<file path="config.mk">
export PLATFORM = sky130hd
export DESIGN_NAME = io_arb
export DESIGN_NICKNAME = d
export VERILOG_FILES = /design/src/rtl/io_arb.sv
export SDC_FILE = /design/constraint.sdc
export NUM_CORES = 1
export LEC_CHECK = 0
export CAP_MARGIN = 20
export CELL_PAD_IN_SITES_DETAIL_PLACEMENT = 1
export CELL_PAD_IN_SITES_GLOBAL_PLACEMENT = 1
export CORE_MARGIN = 8
export CORE_UTILIZATION = 33
export CTS_CLUSTER_SIZE = 12
export DETAILED_ROUTE_END_ITERATION = 7
export HOLD_SLACK_MARGIN = 0.06
export PLACE_DENSITY = 0.83
export SETUP_SLACK_MARGIN = 0.2
export SLEW_MARGIN = 20
export SYNTH_ARGS = -nofsm -noshare
export SYNTH_HDL_FRONTEND = slang
export SYNTH_SLANG_ARGS = --single-unit
</file>
<file path="constraint.sdc">
create_clock -name clk -period 3.9 [get_ports clk]
set_input_delay 1.17 -clock clk [delete_from_list [all_inputs] [get_ports clk]]
set_output_delay 1.17 -clock clk [all_outputs]
set_load 0.03 [all_outputs]
</file>
<file path="src/rtl/io_arb.sv">
// io_arb: two-requester round-robin arbiter onto a shared IO register bus.
//
// Ports:
//   clk, rst                 clock, asynchronous active-high reset
//   mX_req/we/addr/wdata     requester X transfer request (X = 0, 1)
//   mX_gnt                   pulses in the cycle X's transfer is on the slave bus
//   mX_rvalid/rdata          read return for requester X; rdata holds when rvalid is 0
//   s_addr/s_din/s_we        shared slave bus (registered)
//   s_dout                   slave read data, valid one cycle after the address
module io_arb #(
    parameter int DW = 16,
    parameter int AW = 12
) (
    input  logic          clk,
    input  logic          rst,
    input  logic          m0_req,
    input  logic          m0_we,
    input  logic [AW-1:0] m0_addr,
    input  logic [DW-1:0] m0_wdata,
    input  logic          m1_req,
    input  logic          m1_we,
    input  logic [AW-1:0] m1_addr,
    input  logic [DW-1:0] m1_wdata,
    output logic          m0_gnt,
    output logic          m1_gnt,
    output logic          m0_rvalid,
    output logic          m1_rvalid,
    output logic [DW-1:0] m0_rdata,
    output logic [DW-1:0] m1_rdata,
    output logic [AW-1:0] s_addr,
    output logic [DW-1:0] s_din,
    output logic          s_we,
    input  logic [DW-1:0] s_dout
);

    typedef enum logic {
        IDLE  = 1'b0,
        ISSUE = 1'b1
    } state_t;

    state_t        state_q, state_d;
    logic          gnt0_q, gnt0_d;
    logic          gnt1_q, gnt1_d;
    // 1 = m1 was granted last; reset value gives m0 priority
    logic          last_q, last_d;
    logic          we_q, we_d;
    logic [AW-1:0] addr_q, addr_d;
    logic [DW-1:0] din_q, din_d;

    // Read return pipeline: stage 1 marks a read on the bus last cycle,
    // stage 2 is the registered rvalid capturing the slave's data.
    logic          rd1_v_q;
    logic          rd1_own_q;
    logic          rv0_q, rv1_q;
    logic [DW-1:0] rdata0_q, rdata1_q;

    logic elig0, elig1, any_elig, win1;

    always_comb begin
        state_d = IDLE;
        gnt0_d  = 1'b0;
        gnt1_d  = 1'b0;
        last_d  = last_q;
        we_d    = 1'b0;
        addr_d  = '0;
        din_d   = '0;

        // A requester granted this cycle is excluded, so no back-to-back
        // grant to the same requester is possible.
        elig0    = m0_req && !gnt0_q;
        elig1    = m1_req && !gnt1_q;
        any_elig = elig0 || elig1;
        win1     = elig1 && (!elig0 || !last_q);

        if (any_elig) begin
            state_d = ISSUE;
            gnt0_d  = !win1;
            gnt1_d  = win1;
            last_d  = win1;
            if (win1) begin
                we_d   = m1_we;
                addr_d = m1_addr;
                din_d  = m1_wdata;
            end else begin
                we_d   = m0_we;
                addr_d = m0_addr;
                din_d  = m0_wdata;
            end
        end
    end

    always_ff @(posedge clk or posedge rst) begin
        if (rst) begin
            state_q <= IDLE;
            gnt0_q  <= 1'b0;
            gnt1_q  <= 1'b0;
            last_q  <= 1'b1;
            we_q    <= 1'b0;
            addr_q  <= '0;
            din_q   <= '0;
        end else begin
            state_q <= state_d;
            gnt0_q  <= gnt0_d;
            gnt1_q  <= gnt1_d;
            last_q  <= last_d;
            we_q    <= we_d;
            addr_q  <= addr_d;
            din_q   <= din_d;
        end
    end

    always_ff @(posedge clk or posedge rst) begin
        if (rst) begin
            rd1_v_q   <= 1'b0;
            rd1_own_q <= 1'b0;
            rv0_q     <= 1'b0;
            rv1_q     <= 1'b0;
            rdata0_q  <= '0;
            rdata1_q  <= '0;
        end else begin
            rd1_v_q   <= (state_q == ISSUE) && !we_q;
            rd1_own_q <= gnt1_q;
            rv0_q     <= rd1_v_q && !rd1_own_q;
            rv1_q     <= rd1_v_q && rd1_own_q;
            if (rd1_v_q && !rd1_own_q) rdata0_q <= s_dout;
            if (rd1_v_q && rd1_own_q)  rdata1_q <= s_dout;
        end
    end

    assign m0_gnt    = gnt0_q;
    assign m1_gnt    = gnt1_q;
    assign m0_rvalid = rv0_q;
    assign m1_rvalid = rv1_q;
    assign m0_rdata  = rdata0_q;
    assign m1_rdata  = rdata1_q;
    assign s_we      = we_q;
    assign s_addr    = addr_q;
    assign s_din     = din_q;

endmodule

</file>
== Word-level counts from Yosys, hierarchy flattened ==
Index checks and enable logic that the tools add are counted.

* Register bits after elaboration: 69
* Input bits: 78
* Word-level logic and storage cells: 37

* Multiplexer cells: 9
* Reduce and logical (&&, ||, !) cells: 15

{| class="wikitable"
|+ Operators by type and width
! operator !! number
|-
| two-way mux 16 bit || 2
|-
| two-way mux 12 bit || 2
|-
| zero test 1 bit || 7
|-
| logical AND 1 bit || 6
|-
| two-way mux 1 bit || 5
|-
| logical OR 1 bit || 2
|}

== Longest topological paths before layout ==
* Word-level depth: 7
* Depth in mapped cells: 4
* Gate-level depth less buffers: 2

== Worst setup path before layout ==
No wires, ideal clock.

* Kind: input to register
* From: input m0_req
* To: register addr_q[2], in the netlist s_addr[2]
* Setup time: 126 ps
* Arrival: 1680 ps
* Required time: 3774 ps
* Path slack: 2093 ps
* Cell stages on the path: 4
* Buffers on the path: 2
* Cells stage by stage: and3b_1 > clkbuf_1 > buf_2 > o22ai_1

* Longest elaborated chain between the ends: 6

{| class="wikitable"
|+ Ends and longest elaborated chain
! element !! RTL line !! source
|-
| from (decl) || 16 || <nowiki>input logic m0_req,</nowiki>
|-
| logical AND 1 bit (*) || 70 || <nowiki>elig0 = m0_req && !gnt0_q;</nowiki>
|-
| zero test 1 bit || 73 || <nowiki>win1 = elig1 && (!elig0 || !last_q);</nowiki>
|-
| logical OR 1 bit || 73 ||
|-
| logical AND 1 bit || 73 ||
|-
| two-way mux 12 bit || 80 || <nowiki>if (win1) begin</nowiki>
|-
| two-way mux 12 bit (*) || 75 || <nowiki>if (any_elig) begin</nowiki>
|-
| named net addr_d[2] || 47 || <nowiki>logic [AW-1:0] addr_q, addr_d;</nowiki>
|-
| to (signal assigned) || 107 || <nowiki>addr_q <= addr_d;</nowiki>
|-
| to (decl) || 47 ||
|}

Mark *: on every way through the listed nets, which the timed path passes. The rest lies on a longest branch.
A chain may end at the register's enable or synchronous reset.

== Worst setup path in the final report ==
* From: register gnt0_q, in the netlist m0_gnt
* To: output m0_gnt

{| class="wikitable"
|+ RTL lines
! element !! RTL line !! source
|-
| from (decl) || 42 || <nowiki>logic gnt0_q, gnt0_d;</nowiki>
|-
| from (signal assigned) || 103 || <nowiki>gnt0_q <= gnt0_d;</nowiki>
|-
| to (decl) || 24 || <nowiki>output logic m0_gnt,</nowiki>
|}

No word-level cell between the ends.

==> results.toml <==
[status]
status = "completed"

[placed_design]
numPortBuffers = 142
gp_congestion = 0.718
pre_cts_ws_ps = 1120
hpwl_um = 7140

[routing]
drc = 0
wirelength_um = 9860
vias_per_cell = 5.05
avgRoutedWirePerCell_um = 20.8
firstDrtPassIters = 4
via_count = 2400
postRouteAntennaNets = 0
drtIter0Drc = 69

[timing]
fin_crit_sh_pct = 65.7
rsz0062_at_grt = "no"
slew_viol_final = 0
setup_viol = 0
skew_ps = 5.48
relSlewSlack_pct = 55.8
setup-tns-final_ps = 0
setup_slack_ps = 1340
fin_crit_ps = 2560
final_hold_viol_count = 0
worst_pin_slew_ps = 662
fmax_mhz = 390

[power]
sw_frac_of_total_pct = 36.7
pwr_density_cell_nw_per_um2 = 632
p_leak_uw = 0.00189
power_frac_comb_pct = 45.2
p_sw_uw = 1080
ir_worst_vdd_mv = 0.214
p_int_uw = 1860
pwr-share-clk_pct = 19.7
pwr-share-seq_pct = 35.1

[synthesis]
yosysWarnings = 0
synth_area_per_cell_um2 = 13.1
synthDistinctLibCells = 21
synth_area_um2 = 2950
yosysSeqAreaShare_pct = 58.7
syn-num-nets = 302
synth_seq_cells = 69
netlist_instances = 224

[worst_setup_path]
max_stage_delay_ps = 680
r2r_cells = 4
start_kind = "flip-flop"
path_max_fanout = 2
required_ps = 2730
r2r_start = "m0_gnt"
crit_buf_inv = 1
worstSetupEndpointType = "output port"
cp_cell_sequence = "clkdlybuf4s50_1"
path_class = "reg -> out"
cp.arrival_ps = 1390
crit_family = "buffers and inverters"
rr_endpoint = "s_addr[10]"
worst_path_max_delay_cell = "clkdlybuf4s50_1"
reg2reg_slack_ps = 2410

[finish]
drive_gt1_share_pct = 15.3
final_common_cell = "clkdlybuf4s50_1"
final_nets = 440
final_cell_mix = "clkdlybuf4s50_1 (142), dfrtp_1 (68), nand3b_1 (58), o22ai_1 (29), mux2_2 (21)"
n_fill_cell = 902
antenna_cells = 0
synthToLayoutAreaGrowth_pct = 57.8

[clock_network]
clockBufferDepth = 2
tritoncts = "done"
ctsHoldBuffers = 0
root_buffer = "clkbuf_8"
cts_htree_levels = 3
cts-resized-gates = 0
cts_buffers = 9
cts_sinks = 69
postCtsSetupRepairBufs = 0
clock_latency_ps = 330
clkSlewWorstSetupHoldPaths_ps = 70

[global_routing]
grt_overflow_total = 0
antenna_found_initial = 0
grt_pass1_wl_um = 15900
grt_usage_pct = 16.3
grt_pass1_vias = 2737
grt_max_degree = 41

[die]
initial_core_util_pct = 33.9
io_pins = 143
die_h_um = 110
core-area_um2 = 8680
design.die.area_um2 = 12200
rows = 34
fp.dieW_um = 110

[worst_hold_path]
min_to = "rd1_v_q"
holdPathStages = 1
hold_start = "s_we"
worstHoldPathType = "reg -> reg"

[run]
drv_cap = 0
-- stage by stage --
stage / area, um^2 / hold slack [ps] / util (%) / total power, uW / instances
final: 4650 / 420 / 53.5 / 2940 / 475
after global placement: 4450 / 413 / 51.3 / 2350 / 459
after floorplan: 2950 / 439 / - / 1790 / 224
after global routing: 4650 / 443 / 53.5 / 3090 / 475
after CTS: 4640 / 422 / 53.5 / 2980 / 475
after detailed placement: 4450 / 420 / 51.3 / 2390 / 459
-- worst max-delay path by stage --
stage	start	end	slack, ps	cells after the start
detailed placement	m0_req	s_addr[10]	1120	4
CTS	m0_gnt	m0_gnt	1310	1
finish	m0_gnt	m0_gnt	1340	1
global route	m0_rdata[5]	m0_rdata[5]	1280	1
global placement	m0_req	s_addr[10]	1150	4
floorplan	rst	m0_gnt	990	1
-- synth_stat cells, drive strengths merged --
| cell | n | area [um^2] |
|---|---|---|
| nor3b | 1 | 12.5 |
| buf | 11 | 85.1 |
| dfstp | 1 | 26.3 |
| dfrtp | 68 | 1700 |
| mux2 | 32 | 394 |
| nand3b | 58 | 435 |
| inv | 3 | 11.3 |
| and3b | 1 | 8.76 |
| o22ai | 29 | 181 |
| clkbuf | 11 | 41.3 |
| nand2b | 2 | 12.5 |
| nor2b | 2 | 12.5 |
| nand2 | 2 | 10.0 |
| nor2 | 2 | 7.51 |
| a21oi | 1 | 5.00 |
-- registers in the layout, summed over array words and instances (netlist names) --
signal / cells
state_q: 1
s_din: 16
m1_gnt: 1
m0_rdata: 16
m1_rvalid: 1
rd1_own_q: 1
m1_rdata: 16
s_addr: 12
rd1_v_q: 1
last_q: 1
m0_rvalid: 1
s_we: 1
m0_gnt: 1
-- per-layer routing --
metal	track usage [%]	part of all wire (%)	up-vias	wire (um)
li1	-	-	1085	-
met1	20.6	45	1195	4470
met2	25.6	47	108	4590
met3	5.14	6.7	12	663
met4	5.86	1.4	0	139
met5	0	0	-	0
-- kinds of logic (layout without fill, tap and decap cells) --
family,Yosys count,in the layout,synth area share (%)
DFF,69,69,58.7
and+or+nand+nor,68,68,16.9
muxes,32,32,13.4
AOI/OAI and AO/OA,30,30,6.33
buffers and inverters,25,168,4.67
-- cell type report --
type	count	area, um^2	share of cell area [%]
clock buffer	12	145	3.12
clock inverter	4	47.5	1.02
inverter	3	11.3	0.242
multi-input combinational	130	1090	23.5
sequential	69	1730	37.2
tap	108	135	2.91
timing repair buffer	149	1490	32.0
-- power by group through the flow --
stage	clock, uW	combinational, uW	sequential [uW]
floorplan	0	350	1440
global placement	0	1310	1030
detailed placement	0	1350	1050
CTS	595	1350	1030
global route	624	1400	1070
finish	578	1330	1030
(Power assumes the default switching activity.)
